**config.mk**
```make
export PLATFORM = sky130hd
export DESIGN_NAME = fir_cfg_loader_flat
export DESIGN_NICKNAME = d
export VERILOG_FILES = /design/src/rtl/fir_cfg_pkg.sv /design/src/rtl/fir_cfg_loader_if.sv /design/src/rtl/fir_cfg_frame_mux.sv /design/src/rtl/fir_cfg_loader.sv /design/src/flat_wrapper.sv
export SDC_FILE = /design/constraint.sdc
export NUM_CORES = 1
export LEC_CHECK = 0
export CAP_MARGIN = 5
export CELL_PAD_IN_SITES_DETAIL_PLACEMENT = 0
export CELL_PAD_IN_SITES_GLOBAL_PLACEMENT = 1
export CORE_AREA = 2 2 164 166
export CTS_BUF_LIST = sky130_fd_sc_hd__clkbuf_4 sky130_fd_sc_hd__clkbuf_8
export DETAILED_ROUTE_END_ITERATION = 12
export DIE_AREA = 0 0 166 168
export GPL_ROUTABILITY_DRIVEN = 0
export PLACE_DENSITY_LB_ADDON = 0.1
export SYNTH_ARGS = -nofsm -noshare
export SYNTH_HDL_FRONTEND = slang
export SYNTH_SLANG_ARGS = --single-unit
```
**constraint.sdc**
```tcl
create_clock -name clk -period 3 [get_ports clk]
set_input_delay 0.9 -clock clk [delete_from_list [all_inputs] [get_ports clk]]
set_output_delay 0.9 -clock clk [all_outputs]
set_load 0.05 [all_outputs]
```
**src/rtl/fir_cfg_pkg.sv**
```systemverilog
// rtl/fir_cfg_pkg.sv - shared types and constants for the FIR coefficient config loader
package fir_cfg_pkg;

  localparam int CFG_DATA_W    = 8;
  localparam int CFG_NUM_TAPS  = 16;
  localparam int CFG_FRAME_LEN = 17;

  localparam logic [7:0] CFG_COEF_RESET   = 8'h40;
  localparam logic [3:0] CFG_TAPNUM_RESET = 4'd15;

  typedef enum logic [2:0] {
    IDLE,
    SETUP,
    SEND,
    GAP,
    HOLD
  } cfg_state_e;

endpackage

```
**src/rtl/fir_cfg_loader_if.sv**
```systemverilog
// rtl/fir_cfg_loader_if.sv - host request / FIR config port bundle; FIR_CFG_LOADER_CHECKSUM_EN adds cfg_checksum
interface fir_cfg_loader_if #(
  parameter int NUM_TAPS = 16,
  parameter int DATA_W   = 8
);

  logic                  start;
  logic                  abort;
  logic [NUM_TAPS*8-1:0] coef_flat;
  logic [3:0]            tap_num_in;
  logic                  start_ready;
  logic                  cfg_enable;
  logic                  cfg_data_enable;
  logic [DATA_W-1:0]     cfg_data_out;
  logic                  done;
  logic                  aborted;
`ifdef FIR_CFG_LOADER_CHECKSUM_EN
  logic [7:0]            cfg_checksum;
`endif

  modport master (
    output start, abort, coef_flat, tap_num_in,
    input  start_ready, cfg_enable, cfg_data_enable, cfg_data_out, done, aborted
`ifdef FIR_CFG_LOADER_CHECKSUM_EN
    , input cfg_checksum
`endif
  );

  modport slave (
    input  start, abort, coef_flat, tap_num_in,
    output start_ready, cfg_enable, cfg_data_enable, cfg_data_out, done, aborted
`ifdef FIR_CFG_LOADER_CHECKSUM_EN
    , output cfg_checksum
`endif
  );

endinterface

```
**src/rtl/fir_cfg_frame_mux.sv**
```systemverilog
// rtl/fir_cfg_frame_mux.sv - byte index to frame byte select: index 0 is the tap count, then h[N-1] down to h[0]
module fir_cfg_frame_mux #(
  parameter int DATA_W   = 8,
  parameter int NUM_TAPS = 16,
  parameter int IDX_W    = 5
) (
  input  logic [NUM_TAPS*DATA_W-1:0] coef_flat,
  input  logic [3:0]                 tap_num,
  input  logic [IDX_W-1:0]           byte_idx,
  output logic [DATA_W-1:0]          frame_byte
);

  always_comb begin
    frame_byte = '0;
    if (byte_idx == '0) begin
      frame_byte = DATA_W'(tap_num);
    end else begin
      for (int i = 0; i < NUM_TAPS; i++) begin
        if (byte_idx == IDX_W'(NUM_TAPS - i)) begin
          frame_byte = coef_flat[DATA_W*i +: DATA_W];
        end
      end
    end
  end

endmodule

```
**src/rtl/fir_cfg_loader.sv**
```systemverilog
// rtl/fir_cfg_loader.sv - serialises a coefficient set into the FIR config shift-register port
// Optional FIR_CFG_LOADER_CHECKSUM_EN: modulo-256 sum of the frame bytes on cfg_checksum.
module fir_cfg_loader
  import fir_cfg_pkg::*;
#(
  parameter int DATA_W     = CFG_DATA_W,
  parameter int NUM_TAPS   = CFG_NUM_TAPS,
  parameter int GAP_CYCLES = 0
) (
  input logic        clk,
  input logic        rst_n,
  fir_cfg_loader_if.slave bus
);

  localparam int               IDX_W    = $clog2(NUM_TAPS + 1);
  localparam logic [IDX_W-1:0] LAST_IDX = IDX_W'(NUM_TAPS);
  localparam logic [3:0]       GAP_LAST = 4'(GAP_CYCLES - 1);

  cfg_state_e                  state_q, state_d;
  logic [IDX_W-1:0]            byte_q, byte_d;
  logic [3:0]                  gap_q, gap_d;
  logic [NUM_TAPS*DATA_W-1:0]  coef_q, coef_d;
  logic [3:0]                  tap_q, tap_d;
  logic                        start_ready_q, start_ready_d;
  logic                        cfg_enable_q, cfg_enable_d;
  logic                        cfg_data_enable_q, cfg_data_enable_d;
  logic [DATA_W-1:0]           cfg_data_out_q, cfg_data_out_d;
  logic                        done_q, done_d;
  logic                        aborted_q, aborted_d;
  logic [DATA_W-1:0]           mux_byte;
  logic                        accept;

  // The mux looks at the next byte index so the byte lands in the same register as its pulse.
  fir_cfg_frame_mux #(
    .DATA_W   (DATA_W),
    .NUM_TAPS (NUM_TAPS),
    .IDX_W    (IDX_W)
  ) u_frame_mux (
    .coef_flat  (coef_q),
    .tap_num    (tap_q),
    .byte_idx   (byte_d),
    .frame_byte (mux_byte)
  );

  assign accept = (state_q == IDLE) && bus.start;

  always_comb begin
    state_d   = state_q;
    byte_d    = byte_q;
    gap_d     = gap_q;
    coef_d    = coef_q;
    tap_d     = tap_q;
    done_d    = 1'b0;
    aborted_d = 1'b0;

    case (state_q)
      IDLE: begin
        if (bus.start) begin
          state_d = SETUP;
          coef_d  = bus.coef_flat;
          tap_d   = bus.tap_num_in;
          byte_d  = '0;
          gap_d   = '0;
        end
      end
      SETUP: begin
        state_d = SEND;
        byte_d  = '0;
      end
      SEND: begin
        if (byte_q == LAST_IDX) begin
          state_d = HOLD;
        end else if (GAP_CYCLES == 0) begin
          byte_d = byte_q + 1'b1;
        end else begin
          state_d = GAP;
          gap_d   = '0;
        end
      end
      GAP: begin
        if (gap_q == GAP_LAST) begin
          state_d = SEND;
          byte_d  = byte_q + 1'b1;
        end else begin
          gap_d = gap_q + 1'b1;
        end
      end
      HOLD: begin
        state_d = IDLE;
        done_d  = 1'b1;
      end
      default: state_d = IDLE;
    endcase

    // Abort overrides everything, including the done that HOLD would raise.
    if ((state_q != IDLE) && bus.abort) begin
      state_d   = IDLE;
      done_d    = 1'b0;
      aborted_d = 1'b1;
    end

    start_ready_d     = (state_d == IDLE);
    cfg_enable_d      = (state_d != IDLE);
    cfg_data_enable_d = (state_d == SEND);
    cfg_data_out_d    = cfg_data_enable_d ? mux_byte : '0;
  end

  always_ff @(posedge clk or negedge rst_n) begin
    if (!rst_n) begin
      state_q           <= IDLE;
      byte_q            <= '0;
      gap_q             <= '0;
      coef_q            <= {NUM_TAPS{DATA_W'(CFG_COEF_RESET)}};
      tap_q             <= CFG_TAPNUM_RESET;
      start_ready_q     <= 1'b1;
      cfg_enable_q      <= 1'b0;
      cfg_data_enable_q <= 1'b0;
      cfg_data_out_q    <= '0;
      done_q            <= 1'b0;
      aborted_q         <= 1'b0;
    end else begin
      state_q           <= state_d;
      byte_q            <= byte_d;
      gap_q             <= gap_d;
      coef_q            <= coef_d;
      tap_q             <= tap_d;
      start_ready_q     <= start_ready_d;
      cfg_enable_q      <= cfg_enable_d;
      cfg_data_enable_q <= cfg_data_enable_d;
      cfg_data_out_q    <= cfg_data_out_d;
      done_q            <= done_d;
      aborted_q         <= aborted_d;
    end
  end

  assign bus.start_ready     = start_ready_q;
  assign bus.cfg_enable      = cfg_enable_q;
  assign bus.cfg_data_enable = cfg_data_enable_q;
  assign bus.cfg_data_out    = cfg_data_out_q;
  assign bus.done            = done_q;
  assign bus.aborted         = aborted_q;

`ifdef FIR_CFG_LOADER_CHECKSUM_EN
  logic [7:0] checksum_q, checksum_d;

  always_comb begin
    checksum_d = checksum_q;
    if (accept) begin
      checksum_d = '0;
    end else if (cfg_data_enable_d) begin
      checksum_d = checksum_q + 8'(cfg_data_out_d);
    end
  end

  always_ff @(posedge clk or negedge rst_n) begin
    if (!rst_n) begin
      checksum_q <= '0;
    end else begin
      checksum_q <= checksum_d;
    end
  end

  assign bus.cfg_checksum = checksum_q;
`else
  logic unused_accept;
  assign unused_accept = accept;
`endif

endmodule

```
**src/flat_wrapper.sv**
```systemverilog
// flat-port wrapper written by rule: the top's interface ports become plain ports
module fir_cfg_loader_flat import fir_cfg_pkg::*;
#(
  parameter int DATA_W     = CFG_DATA_W,
  parameter int NUM_TAPS   = CFG_NUM_TAPS,
  parameter int GAP_CYCLES = 0
)
  (clk, rst_n, bus_start, bus_abort, bus_coef_flat, bus_tap_num_in, bus_start_ready, bus_cfg_enable, bus_cfg_data_enable, bus_cfg_data_out, bus_done, bus_aborted);
  fir_cfg_loader_if #(.NUM_TAPS(NUM_TAPS), .DATA_W(DATA_W)) bus_i ();
  input logic clk;
  input logic rst_n;
  input wire logic [$bits(bus_i.start)-1:0] bus_start;
  input wire logic [$bits(bus_i.abort)-1:0] bus_abort;
  input wire logic [$bits(bus_i.coef_flat)-1:0] bus_coef_flat;
  input wire logic [$bits(bus_i.tap_num_in)-1:0] bus_tap_num_in;
  output wire logic [$bits(bus_i.start_ready)-1:0] bus_start_ready;
  output wire logic [$bits(bus_i.cfg_enable)-1:0] bus_cfg_enable;
  output wire logic [$bits(bus_i.cfg_data_enable)-1:0] bus_cfg_data_enable;
  output wire logic [$bits(bus_i.cfg_data_out)-1:0] bus_cfg_data_out;
  output wire logic [$bits(bus_i.done)-1:0] bus_done;
  output wire logic [$bits(bus_i.aborted)-1:0] bus_aborted;
  assign bus_i.start = bus_start;
  assign bus_i.abort = bus_abort;
  assign bus_i.coef_flat = bus_coef_flat;
  assign bus_i.tap_num_in = bus_tap_num_in;
  assign bus_start_ready = bus_i.start_ready;
  assign bus_cfg_enable = bus_i.cfg_enable;
  assign bus_cfg_data_enable = bus_i.cfg_data_enable;
  assign bus_cfg_data_out = bus_i.cfg_data_out;
  assign bus_done = bus_i.done;
  assign bus_aborted = bus_i.aborted;
  fir_cfg_loader #(.DATA_W(DATA_W), .NUM_TAPS(NUM_TAPS), .GAP_CYCLES(GAP_CYCLES)) u_core (.clk(clk), .rst_n(rst_n), .bus(bus_i));
endmodule
```
After elaboration in Yosys (flattened, before gate mapping)

Cells that the tools add are included.

Bits in registers: 157
Output and inout port bits: 13
Word-level logic and storage cells: 80

Add/subtract/negate cells: 2
Equal/unequal tests: 25
Multiplexer cells: 33
Reduce and logical (&&, ||, !) cells: 9

Operators by type and width:

| operator              | count |
|---|---|
| $mux W8               | 18 |
| $eq A5 B4 Y1 const B  | 8 |
| $eq A5 B3 Y1 const B  | 4 |
| $pmux W5 S4           | 1 |
| $mux W5               | 3 |
| $mux W3               | 4 |
| $pmux W3 S4           | 1 |
| $eq A5 B2 Y1 const B  | 2 |
| $eq A5 B5 Y1 const B  | 2 |
| $eq A3 B2 Y1 const B  | 3 |
| $mux W4               | 2 |
| $pmux W4 S2           | 1 |
| $logic_not A3 Y1      | 2 |
| $reduce_bool A3 Y1    | 2 |
| $add A5 B1 Y5 const B | 1 |
| $eq A5 B1 Y1 const B  | 1 |
| $logic_not A5 Y1      | 1 |
| $add A4 B1 Y4 const B | 1 |
| $eq A4 B4 Y1 const B  | 1 |
| $ne A2 B2 Y1 const B  | 2 |
| $eq A3 B1 Y1 const B  | 1 |
| $eq A3 B3 Y1 const B  | 1 |
| $mux W1               | 3 |
| $reduce_and A3 Y1     | 1 |
| other kinds (3)       | 3 |

Logic depth before layout (Yosys ltp)

Gate-level depths: netlist (run 1).

Depth in word-level cells: 22
Mapped depth: 12
Mapped depth without buffers: 11

Modules after synthesis

Synthesis (run 1) repeated with hierarchy kept, for this count alone.

Cell total of the unflattened synthesis: 915
Area, all modules: 7,738.7 um^2

By module, submodules not included:

| module            | instances | cells an instance | area an instance (um^2) | sequential area each (um^2) |
|---|---|---|---|---|
| fir_cfg_loader    | 1         | 653               | 6,094.6                 | 3,955.0 |
| fir_cfg_frame_mux | 1         | 262               | 1,644.1                 | 0.0 |

Least setup slack after synthesis (run 1)

Ideal clock, no wire load.

Kind: input -> register
From: input bus_start
To: register u_core.cfg_data_out_q[4], in the netlist u_core.bus.cfg_data_out[4]
Arrival: 2,716 ps
Data required time: 2,879 ps
Slack: 163 ps
Stages: 11
Buffers on the path: 3
Cells stage by stage: nor3_1 -> a211o_1 -> buf_6 -> o21a_4 -> o211ai_1 -> buf_4 -> buf_4 -> o32ai_1 -> a221oi_1 -> o211ai_1 -> a22o_1

Longest elaborated chain between the ends: 21
Elaborated cells on any way between the ends: 41

Ends and longest elaborated chain:

| item                               | line                    | RTL |
|---|---|---|
| start: declaration                 | flat_wrapper.sv:12      | `input wire logic [$bits(bus_i.start)-1:0] bus_start;` |
| $mux W5                            | fir_cfg_loader.sv:58    | `if (bus.start) begin` |
| $pmux W5 S4                        | fir_cfg_loader.sv:56    | `case (state_q)` |
| $eq A5 B5 Y1                       | fir_cfg_frame_mux.sv:19 | `if (byte_idx == IDX_W'(NUM_TAPS - i)) begin` |
| $mux W8 (16 in series)             | fir_cfg_frame_mux.sv:19 |  |
| $mux W8                            | fir_cfg_frame_mux.sv:15 | `if (byte_idx == '0) begin` |
| $mux W8 *                          | fir_cfg_loader.sv:105   | `cfg_data_out_d = cfg_data_enable_d ? mux_byte : '0;` |
| named net u_core.cfg_data_out_d[4] | fir_cfg_loader.sv:27    | `logic [DATA_W-1:0] cfg_data_out_q, cfg_data_out_d;` |
| end signal: assignment             | fir_cfg_loader.sv:130   | `cfg_data_out_q <= cfg_data_out_d;` |
| end: declaration                   | fir_cfg_loader.sv:27    |  |

Mark *: on every way through the listed nets, which the timed path passes. The rest lies on a longest branch.
A chain may end at the register's enable or synchronous reset.

Worst setup path in the final report (run 1)

From: register u_core.byte_q[0]
To: register u_core.cfg_data_out_q[4], in the netlist u_core.bus.cfg_data_out[4]

Longest elaborated chain between the ends: 22
Elaborated cells on any way between the ends: 45

Ends and longest elaborated chain:

| item                                                 | line                                                             | RTL |
|---|---|---|
| start: declaration                                   | fir_cfg_loader.sv:20                                             | `logic [IDX_W-1:0] byte_q, byte_d;` |
| start signal: assignment                             | fir_cfg_loader.sv:123                                            | `byte_q <= byte_d;` |
| $add A5 B1 Y5 / $eq A5 B5 Y1 (equally long branches) | fir_cfg_loader.sv:74, fir_cfg_loader.sv:83, fir_cfg_loader.sv:71 |  |
| $mux W5, on equally long branches                    | fir_cfg_loader.sv:81, fir_cfg_loader.sv:71                       |  |
| $pmux W5 S4                                          | fir_cfg_loader.sv:56                                             |  |
| $eq A5 B5 Y1                                         | fir_cfg_frame_mux.sv:19                                          |  |
| $mux W8 (16 in series)                               | fir_cfg_frame_mux.sv:19                                          |  |
| $mux W8                                              | fir_cfg_frame_mux.sv:15                                          |  |
| $mux W8 *                                            | fir_cfg_loader.sv:105                                            |  |
| named net u_core.cfg_data_out_d[4]                   | fir_cfg_loader.sv:27                                             |  |

Marks and branches as above.

==> metrics.md, run 1 <==
| Metric | Value |
|---|---|
| Status | finished, final reports clean |
| Synth top cells by count | dfrtp_1, mux2_2, nand2_1 |
| Worst setup slack after placement | -0.831 ns |
| Global route overflow | 0 |
| Final Hold Fails | 0 |
| Final non-filler cell total | 1264 |
| Arrival time worst endpoint | 3.30 ns |
| CP cell instances | buf_4, ha_1, a31o_2, o2111ai_1, buf_4, o21a_1, nand2_2, buf_4, nor3_1, a211oi_2, o211ai_1, a22o_1 |
| Int Power | 0.00586 W |
| CORE AREA | 26400 um^2 |
| Net Switching | 0.00360 W |
| Nets | 1049 |
| Post-synth EDFFs | 0 |
| Post-Syn Nets | 793 |
| Post-route ant nets | 0 |
| Cell Pwr Density | 844 nW/um^2 |
| Power share of the clock group | 16.7% |
| Final wirelength | 26.7 mm |
| Slowest cell on the critical path | dfrtp_1 |
| Post-Synthesis Cells | 654 |
| Top-count cell post-synth | dfrtp_1 |
| Initial antenna violation count | 0 |
| Max Clock Skew | 0.0146 ns |
| Largest net degree at the start of global routing | 83 |
| CP delay by family, top | compound AO/OA/AOI/OAI gates |
| Crit path top cell by count | buf_4 |
| Port Buffer Count | 148 |
| Power share of the combinational group | 41.4% |
| H-tree level count | 4 |
| Layout fillers | 2523 |
| DR vias | 6483 |
| Slew @ Worst Pin | 0.545 ns |
| Share of the synthesized area in the top cell type | 44.1% |
| Avg Inst Size Synth | 11.8 um^2 |
| Die area | 27900 um^2 |
| Sw frac | 38.1% |
| Crit end category | flop |
| Mean routed wirelength per cell | 21.1 um |
| Tcrit/Tclk final | 96.6% |
| Hold Buf Count CTS | 0 |
| Yosys warns | 0 |
| First-pass iteration count of the detailed router | 5 |
| Clock sink count | 157 |
| TritonCTS clock tree | yes |
| Reg2Reg Setup Slack | 0.10 ns |
| Die height | 168 um |
| Number of vias per cell | 5.13 |
| Die width | 166 um |
| Fmax | 345 MHz |
| Area growth syn-to-layout | 45.3% |
| Area contributors post-synth | dfrtp_1, mux2_2, dfstp_2, nand2_1, o21ai_0 |
| Req. time, crit path | 3.40 ns |
| Worst r2r dst | u_core.bus.cfg_data_out[4] |
| RR Startpoint | u_core.byte_q[0] |
| Initial DRC count | 477 |
| Hold WS | 0.398 ns |
| Clock Latency Late Sink | 0.47 ns |
| Final WS setup | 0.103 ns |
| Inserted Clock Buffers | 17 |
| Ys async rst share | 100% |
| Buf/Inv on CP | 3 |
| VDD IR-drop max | 0.486 mV |
| Slew headroom | 63.7% |
| Leak Pwr | 4.53 nW |
| Synthesized area | 7710 um^2 |
| Crit Path Max Fanout | 6 |
| Max Cap Viol | 0 |
| Sequential power share | 41.9% |
| #FFs+latches synth | 157 |
| CP Class | flop to flop |
| Final setup viols | 0 |
| Peak per-stage delay on the critical path | 0.39 ns |
| Setup crit start kind | flop |
| First-pass GRT wire length | 41.3 mm |
| Register area share after synthesis | 51.3% |
| Clk buf depth | 2 |
| Synth cell types | 82 |
| # rows | 60 |
| Global-route usage over all layers | 19.3% |
| Number of global-route vias before repair | 6925 |
| Final min period | 2.90 ns |
| CTS Root Cell | clkbuf_8 |
| Initial Util | 29.3% |
| Hold Path Class | primary input to async pin |
| Post-synth top area cell | dfrtp_1 |
| DPL Wire Length | 20.6 mm |
| Clk pin slew, worst setup/hold paths | 0.09 ns |
| Placed instance count | 1231 |
| Antenna cell count | 0 |
| Share of cells above drive strength 1 | 40.4% |
| Top Ports | 149 |
| Most common flop cell mapped by yosys | dfrtp_1 |
| DR DRC count | 0 |
| Reg2Reg Depth | 12 |
| Max Slew Vio Count | 0 |
==> worst register-to-register path, cell delays in order (launching register included) <==
cell,delay (ns)
dfrtp_1,0.39
buf_4,0.16
ha_1,0.24
a31o_2,0.26
o2111ai_1,0.10
buf_4,0.20
o21a_1,0.29
nand2_2,0.20
buf_4,0.20
nor3_1,0.34
a211oi_2,0.10
o211ai_1,0.20
a22o_1,0.16
==> cells in the final DEF, fill, tap and decap left out, types with 5 or more instances in the layout <==
| cell | n |
|---|---|
| o211ai_1 | 11 |
| nand4_1 | 6 |
| dfrtp_1 | 134 |
| o21ai_0 | 23 |
| nand2_1 | 34 |
| a22o_1 | 6 |
| nor3_2 | 5 |
| mux2_2 | 124 |
| clkinv_4 | 5 |
| mux2i_1 | 7 |
| inv_8 | 5 |
| nor2_2 | 6 |
| clkdlybuf4s50_1 | 146 |
| a22oi_1 | 6 |
| nand3_1 | 13 |
| a31oi_1 | 5 |
| buf_12 | 10 |
| buf_4 | 108 |
| buf_6 | 8 |
| clkbuf_8 | 19 |
| a21o_1 | 5 |
| dfstp_2 | 21 |
| inv_1 | 17 |
| nor2_1 | 26 |
| o22ai_1 | 10 |
| a21oi_1 | 19 |
| nor3_1 | 15 |
==> power groups by stage <==
stage | sequential (W) | clock [W] | combinational, W
4_1_cts | 0.00398 | 0.00165 | 0.00389
5_1_grt | 0.00408 | 0.00174 | 0.00418
3_5_place_dp | 0.00401 | 0 | 0.00370
2_1_floorplan | 0.00369 | 0 | 0.00213
3_3_place_gp | 0.00400 | 0 | 0.00365
6_report | 0.00396 | 0.00158 | 0.00392
==> what timing repair did <==
action / in CTS / in global routing
buffers inserted: 0 / 1
resized for setup: 55 / 12
pin swaps: 12 / 2
endpoints found under the setup margin: 8 / 8
==> metal layers <==
layer / part of all wire [%] / global-route usage [%] / wire [um]
met1: 47 / 27.0 / 12600
met2: 46 / 29.4 / 12200
met3: 5.1 / 3.95 / 1370
met4: 2.3 / 7.71 / 606
met5: 0 / 0 / 0
==> cells by family (layout without fill, tap and decap cells) <==
family / Yosys count / in the layout / synth area share [%]
buf+inv: 56 / 325 / 3.36
flops: 157 / 157 / 51.3
fa+ha+maj: 3 / 3 / 0.487
mux: 133 / 133 / 19.3
xor+xnor: 4 / 4 / 0.454
compound gates: 159 / 159 / 15.8
simple gates: 142 / 142 / 9.34
==> area by class of cell <==
type | count | area [um^2] | area share (%)
Clock buffer | 19 | 262 | 2.33
Clock inverter | 13 | 125 | 1.12
Inverter | 20 | 81.3 | 0.726
Multi-Input combinational cell | 441 | 3790 | 33.8
Sequential cell | 157 | 3960 | 35.3
Tap cell | 341 | 427 | 3.81
Timing Repair Buffer | 273 | 2570 | 22.9
==> worst max-delay path by stage <==
stage / from / to / slack (ns) / cells after the start
after floorplan: bus_start / u_core.bus.cfg_data_out[4] / 0.16 / 11
after global placement: bus_start / u_core.bus.cfg_data_out[1] / -0.87 / 11
after detailed placement: bus_start / u_core.bus.cfg_data_out[1] / -0.83 / 10
after CTS: u_core.byte_q[1] / u_core.bus.cfg_data_out[1] / 0.007 / 12
after global routing: u_core.byte_q[1] / u_core.bus.cfg_data_out[1] / -0.001 / 12
final: u_core.byte_q[0] / u_core.bus.cfg_data_out[4] / 0.10 / 12
==> through the flow <==
stage                     power, W  area [um^2]  TNS (ns)  utilization (%)
after floorplan            0.00582         7710         0                -
after global placement     0.00765        10500     -5.43             39.9
after detailed placement   0.00771        10500     -5.74             39.9
after CTS                  0.00952        11100         0             42.3
after global routing        0.0100        11200  -0.00280             42.5
final                      0.00946        11200         0             42.5
==> flip-flops by register name, indices dropped and copies added, names as in the netlist, 3 cells and up <==
| name | flops |
|---|---|
| u_core.gap_q | 4 |
| u_core.tap_q | 4 |
| u_core.bus.cfg_data_out | 8 |
| u_core.state_q | 3 |
| u_core.coef_q | 128 |
| u_core.byte_q | 5 |
Note: power is estimated with default switching activity, not from simulation.
==> run 2, diff against run 1 <==
--- a/config.mk
+++ b/config.mk
@@ -8,10 +8,10 @@
 export CAP_MARGIN = 5
 export CELL_PAD_IN_SITES_DETAIL_PLACEMENT = 0
 export CELL_PAD_IN_SITES_GLOBAL_PLACEMENT = 1
-export CORE_AREA = 2 2 164 166
+export CORE_AREA = 2 2 137 139
 export CTS_BUF_LIST = sky130_fd_sc_hd__clkbuf_4 sky130_fd_sc_hd__clkbuf_8
 export DETAILED_ROUTE_END_ITERATION = 12
-export DIE_AREA = 0 0 166 168
+export DIE_AREA = 0 0 139 141
 export GPL_ROUTABILITY_DRIVEN = 0
 export PLACE_DENSITY_LB_ADDON = 0.1
 export SYNTH_ARGS = -nofsm -noshare
==> run 2 against run 1 <==
Sequential power down 2%; combinational power down 5%; die area down 30%; register-to-register slack about the same; critical endpoint is now u_core.bus.cfg_data_out[2]; clock power about the same; total power down 2.7%; wire length down 9.6%; largest power group unchanged; hold slack worse by 0.00064 ns; setup slack better by 0.00057 ns; global-route usage up 5.7 points; non-clock buffer count down 9; first-iteration DRC count up 14%.
==> metrics.md, run 2 (same netlist as run 1, synthesis figures left out) <==
| Metric | Value |
|---|---|
| Status | finished, final reports clean |
| Mean routed wirelength per cell | 21.0 um (-0.47%) |
| Post-route ant nets | 0 (unchanged) |
| Layout Cell Area excl Fill | 10800 um^2 (-3.6%) |
| Final wirelength | 24.2 mm (-9.6%) |
| Die width | 139 um (-16%) |
| Multi-input logic area | 3660 um^2 (-3.3%) |
| First-pass iteration count of the detailed router | 6 (+1) |
| # rows | 50 (-17%) |
| Inserted Clock Buffers | 17 (unchanged) |
| Setup crit start kind | flop |
| Max Clock Skew | 0.0166 ns (+0.00206 ns) |
| Slowest cell on the critical path | a2111oi_4 |
| Dpl cell area | 10200 um^2 (-2.7%) |
| Placed instance count | 1111 (-9.7%) |
| Crit Path Max Fanout | 20 (+14) |
| CP delay by family, top | compound AO/OA/AOI/OAI gates |
| Final non-filler cell total | 1148 (-9.2%) |
| Crit end category | flop |
| Clock Latency Late Sink | 0.47 ns (about the same) |
| Number of vias per cell | 5.68 (+11%) |
| Max Slew Vio Count | 0 (unchanged) |
| Max reg flops | 128 (unchanged) |
| Area growth syn-to-layout | 40.2% |
| CP Class | flop to flop |
| Number of global-route vias before repair | 6756 (-2.4%) |
| Tcrit/Tclk final | 96.5% (about the same) |
| Share of cells above drive strength 1 | 38.3% (-2.1 points) |
| DR DRC count | 0 (unchanged) |
| Layout fillers | 1564 (-38%) |
| First-pass GRT wire length | 37.5 mm (-9.1%) |
| VDD IR-drop max | 0.492 mV (+1.3%) |
| RR Startpoint | u_core.gap_q[1] |
| Clock sink count | 157 (unchanged) |
| Initial antenna violation count | 0 (unchanged) |
| Final core utilization | 59.2% (+17 points) |
| Buf/Inv on CP | 1 (-2) |
| DPL Wire Length | 18.5 mm (-10%) |
| Die height | 141 um (-16%) |
| Initial Util | 42.2% (+13 points) |
| Req. time, crit path | 3.33 ns (-0.07 ns) |
| Peak per-stage delay on the critical path | 0.45 ns (+0.06 ns) |
| Cell Pwr Density | 852 nW/um^2 (+0.95%) |
| Slew headroom | 50.1% (-14 points) |
| Final Hold Fails | 0 (unchanged) |
| Largest net degree at the start of global routing | 85 (+2.4%) |
| H-tree level count | 4 (unchanged) |
| Clk pin slew, worst setup/hold paths | 0.09 ns (about the same) |
| Final setup viols | 0 (unchanged) |
| Global route overflow | 0 (unchanged) |
| Arrival time worst endpoint | 3.22 ns (-0.08 ns) |
| Initial DRC count | 543 (+14%) |
| Hold Path Class | primary input to async pin |
| CORE AREA | 18300 um^2 (-31%) |
| Clk buf depth | 2 (unchanged) |
| Slew @ Worst Pin | 0.748 ns (+0.203 ns) |
| Port Buffer Count | 148 (unchanged) |
| Biggest register | u_core.coef_q |
| Die area | 19600 um^2 (-30%) |
| Final min period | 2.90 ns (-0.000570 ns) |
| Commonest cells after routing, fill and taps aside | clkdlybuf4s50_1, dfrtp_1, mux2_2 |
| Leak Pwr | 4.44 nW (-2.0%) |
| Unrepaired setup endpoints after global routing | false |
| Nets | 1040 (-0.86%) |
| DR vias | 6517 (+0.52%) |
| Antenna cell count | 0 (unchanged) |
| Commonest non-fill, non-tap cell in the layout | clkdlybuf4s50_1 |
| Global-route usage over all layers | 25.0% (+5.7 points) |
| Fmax | 345 MHz (about the same) |
| CP cell instances | ha_2, nand3_2, a211o_4, o21a_4, o211ai_1, buf_12, nor3_1, a22o_1, a2111oi_4, a221oi_2 |
| Max Cap Viol | 0 (unchanged) |
| TritonCTS clock tree | yes |
| Crit path from | u_core.gap_q[1] |
| FF+latch area | 3960 um^2 (about the same) |
| CTS Root Cell | clkbuf_8 |
| Top Ports | 149 (unchanged) |
run 2: changes by cell type in the layout (fill, tap and decap cells not counted), sizes merged:
cell,before,now
buf,126,117
bufinv,0,1
clkinv,6,1
clkinvlp,1,5
run 2: through the flow:
step,hold slack (ns),total power (W),setup slack (ns),setup TNS (ns)
2_1_floorplan,0.472,0.00582,0.163,0
3_3_place_gp,0.492,0.00738,-1.06,-5.36
3_5_place_dp,0.495,0.00748,-1.07,-7.27
4_1_cts,0.399,0.00916,0.0346,0
5_1_grt,0.408,0.00970,0.000458,0
6_report,0.398,0.00921,0.104,0
run 2: path summary, 6_finish.rpt:
| kind | slack, ns | depth (start not counted) | to |
|---|---|---|---|
| hold / removal | 0.40 | 1 | u_core.state_q[0] |
| min in group clk | 0.51 | 1 | u_core.coef_q[37] |
| setup / recovery | 0.10 | 10 | u_core.bus.cfg_data_out[2] |
| setup reg to reg | 0.10 | 10 | u_core.bus.cfg_data_out[2] |
| hold reg to reg | 0.51 | 1 | u_core.coef_q[37] |
| max in group asynchronous | 1.85 | 2 | u_core.coef_q[54] |
run 2: final cells by class:
type	count	share of cell area [%]
clock inverters	13	1.22
inverters	20	0.718
well taps	234	2.71
flip-flops and latches	157	36.6
multi-input cells	441	33.9
repair buffers	264	22.5
clock buffers	19	2.36
run 2: what timing repair did:
action	4_1_cts	5_1_grt
endpoints found under the setup margin	8	8
cloned	0	0
pin swaps	8	6
resized for setup	25	15
hold buffers	0	0
buffers inserted	2	3
run 2: routing by layer:
metal  share of wire [%]  vias up  GRT usage, %
li1                    -     2944             -
met1                  43     3221          32.5
met2                  46      291          39.0
met3                 8.0       61          7.51
met4                 3.4        0          10.6
met5                   0        -             0
run 2: where the power goes:
part / internal (W) / switching [W] / total, W
Clock: 0.000706 / 0.000876 / 0.00158
Sequential: 0.00317 / 0.000724 / 0.00389
Combinational: 0.00190 / 0.00183 / 0.00373
==> run 3, diff against run 2 <==
--- a/config.mk
+++ b/config.mk
@@ -5,13 +5,15 @@
 export SDC_FILE = /design/constraint.sdc
 export NUM_CORES = 1
 export LEC_CHECK = 0
+export ABC_AREA = 0
 export CAP_MARGIN = 5
 export CELL_PAD_IN_SITES_DETAIL_PLACEMENT = 0
 export CELL_PAD_IN_SITES_GLOBAL_PLACEMENT = 1
-export CORE_AREA = 2 2 137 139
+export CORE_AREA = 2 2 125 127
 export CTS_BUF_LIST = sky130_fd_sc_hd__clkbuf_4 sky130_fd_sc_hd__clkbuf_8
 export DETAILED_ROUTE_END_ITERATION = 12
-export DIE_AREA = 0 0 139 141
+export DIE_AREA = 0 0 127 129
+export DONT_BUFFER_PORTS = 1
 export GPL_ROUTABILITY_DRIVEN = 0
 export PLACE_DENSITY_LB_ADDON = 0.1
 export SYNTH_ARGS = -nofsm -noshare
==> constraint.sdc (replaced) <==
create_clock -name clk -period 3.1 [get_ports clk]
set_input_delay 0.93 -clock clk [delete_from_list [all_inputs] [get_ports clk]]
set_output_delay 0.93 -clock clk [all_outputs]
set_load 0.05 [all_outputs]
==> run 3 against run 2 <==
Via count fell by 10%; critical path depth rose by 2; setup slack lost 0.0075 ns; clock power down 5%; highest routed layer unchanged.
==> metrics.md, run 3 (same netlist as run 1, synthesis figures left out) <==
| Metric | Value |
|---|---|
| Status | finished, final reports clean |
| Setup TNS | 0 ns (unchanged) |
| H-tree level count | 4 (unchanged) |
| Final Hold Fails | 0 (unchanged) |
| Initial antenna violation count | 0 (unchanged) |
| Post-route ant nets | 0 (unchanged) |
| Slew headroom | 48.8% (-1.4 points) |
| Req. time, crit path | 3.43 ns (+0.10 ns) |
| Initial Util | 51.5% (+9.3 points) |
| Layout Cell Area excl Fill | 9050 um^2 (-16%) |
| Max Cap Viol | 0 (unchanged) |
| Placed instance count | 902 (-19%) |
| Max Clock Skew | 0.0125 ns (-0.00412 ns) |
| Final wirelength | 22.0 mm (-9.0%) |
| Max reg flops | 128 (unchanged) |
| Tcrit/Tclk final | 96.9% (+0.35 points) |
| # rows | 45 (-10%) |
| Inserted Clock Buffers | 17 (unchanged) |
| Antenna cell count | 0 (unchanged) |
| Crit end category | flop |
| Reg2Reg Depth | 12 (+2) |
| Hold Buf Count CTS | 0 (unchanged) |
| Layout fillers | 1224 (-22%) |
| Die width | 127 um (-8.6%) |
| Area growth syn-to-layout | 17.3% |
| Top Ports | 149 (unchanged) |
| First-pass GRT wire length | 33.9 mm (-9.7%) |
| First-pass iteration count of the detailed router | 5 (-1) |
| CP Class | flop to flop |
| VDD IR-drop max | 0.512 mV (+3.9%) |
| Clk buf depth | 2 (unchanged) |
| Biggest register | u_core.coef_q |
| DR vias | 5853 (-10%) |
| CTS Root Cell | clkbuf_8 |
| Grt peak-use layer | met2 |
| Final min period | 3.00 ns (+0.108 ns) |
| Die height | 129 um (-8.5%) |
| Die area | 16400 um^2 (-16%) |
| GR Layer Usage met1 | 36.4% (+3.9 points) |
| Number of global-route vias before repair | 5986 (-11%) |
| CORE AREA | 15000 um^2 (-18%) |
| Setup crit start kind | flop |
| Largest net degree at the start of global routing | 158 (+86%) |
| Slew @ Worst Pin | 0.768 ns (+0.0206 ns) |
| Cell Pwr Density | 931 nW/um^2 (+9.2%) |
| Global route overflow | 0 (unchanged) |
| Clk pin slew, worst setup/hold paths | 0.09 ns (about the same) |
| Total power | 0.00842 W (-8.6%) |
| TritonCTS clock tree | yes |
| Number of vias per cell | 6.25 (+10%) |
| Max Slew Vio Count | 0 (unchanged) |
| Multi-input logic area | 3590 um^2 (-1.9%) |
| FF+latch area | 3960 um^2 (about the same) |
| Dpl cell area | 8540 um^2 (-16%) |
| Final WS setup | 0.0963 ns (-0.00751 ns) |
| DPL Wire Length | 16.4 mm (-12%) |
| Share of cells above drive strength 1 | 43.3% (+5.0 points) |
| Mean routed wirelength per cell | 23.5 um (+12%) |
| Nets | 874 (-16%) |
| Crit Path Max Fanout | 10 (-50%) |
| Commonest cells after routing, fill and taps aside | dfrtp_1, mux2_2, buf_4 |
| Final setup viols | 0 (unchanged) |
| Routing usage on met3 | 8.23% (+0.73 points) |
| Met2 Use GR | 43.3% (+4.2 points) |
| Clock Latency Late Sink | 0.46 ns (about the same) |
| Port Buffer Count | 0 (-100%) |
| Leak Pwr | 3.76 nW (-15%) |
| Initial DRC count | 531 (-2.2%) |
| DR DRC count | 0 (unchanged) |
| Global-route usage over all layers | 27.4% (+2.4 points) |
| Final non-filler cell total | 936 (-18%) |
| Commonest non-fill, non-tap cell in the layout | dfrtp_1 |
| Hold Path Class | primary input to async pin |
| Fmax | 333 MHz (-3.6%) |
| Worst setup slack after placement | -0.379 ns (+0.692 ns) |
| Arrival time worst endpoint | 3.33 ns (+0.11 ns) |
| Clock sink count | 157 (unchanged) |
==> run 3: cell types whose count changed in the layout (fill, tap and decap cells not counted), moves of 3 or more <==
cell	change
buf_4	-16
nor2_1	+3
o21ai_1	-3
clkinvlp_4	-3
clkdlybuf4s50_1	-146
==> run 3: worst paths after layout <==
path | start | end | slack, ns
setup / recovery | u_core.gap_q[0] | u_core.bus.cfg_data_out[2] | 0.1
hold / removal | rst_n | u_core.coef_q[31] | 0.16
max in group asynchronous | rst_n | u_core.coef_q[70] | 2.70
setup reg to reg | u_core.gap_q[0] | u_core.bus.cfg_data_out[2] | 0.1
hold reg to reg | u_core.coef_q[42] | u_core.coef_q[42] | 0.52
min in group clk | u_core.coef_q[42] | u_core.coef_q[42] | 0.52
==> run 3: layout make-up <==
| cell class | instances | area share, % |
|---|---|---|
| Clock inverter | 11 | 1.19 |
| Multi-Input combinational cell | 441 | 39.7 |
| Sequential cell | 157 | 43.7 |
| Timing Repair Buffer | 98 | 8.77 |
| Tap cell | 188 | 2.60 |
| Inverter | 20 | 0.858 |
| Clock buffer | 21 | 3.13 |
==> run 3: routing by layer <==
layer	up-vias	routed length, um
li1	2625	-
met3	36	1800
met4	0	423
met1	2925	9280
met5	-	0
met2	267	10500
==> run 3: where the power goes <==
part | total (W) | internal [W] | switching [W]
combinational | 0.00302 | 0.00153 | 0.00149
clock | 0.00150 | 0.000716 | 0.000787
sequential | 0.00389 | 0.00307 | 0.000826
total | 0.00842 | 0.00532 | 0.00310
==> run 3: metrics by stage <==
| step | hold slack [ns] | utilization [%] |
|---|---|---|
| detailed placement | 0.496 | 57.0 |
| global route | 0.131 | 60.4 |
| global placement | 0.493 | 57.0 |
| finish | 0.161 | 60.4 |
| floorplan | 0.472 | - |
| CTS | 0.133 | 59.7 |
==> run 3: what timing repair did <==
action                     in CTS  in global routing
pin swaps                       0                  5
setup buffers                   0                  2
hold endpoints to repair        0                  0
setup endpoints to repair       1                  6
resized for setup               4                 19
==> run 3: critical path: stages, from the launching register on <==
cell and delay [ns]:
dfrtp_1 0.40, ha_2 0.22, nand3_2 0.08, a211o_1 0.33, buf_12 0.16, o21a_4 0.23, o211ai_1 0.30, buf_4 0.21
buf_6 0.13, nor3_2 0.06, a222oi_1 0.36, and3_1 0.28, a221oi_1 0.12
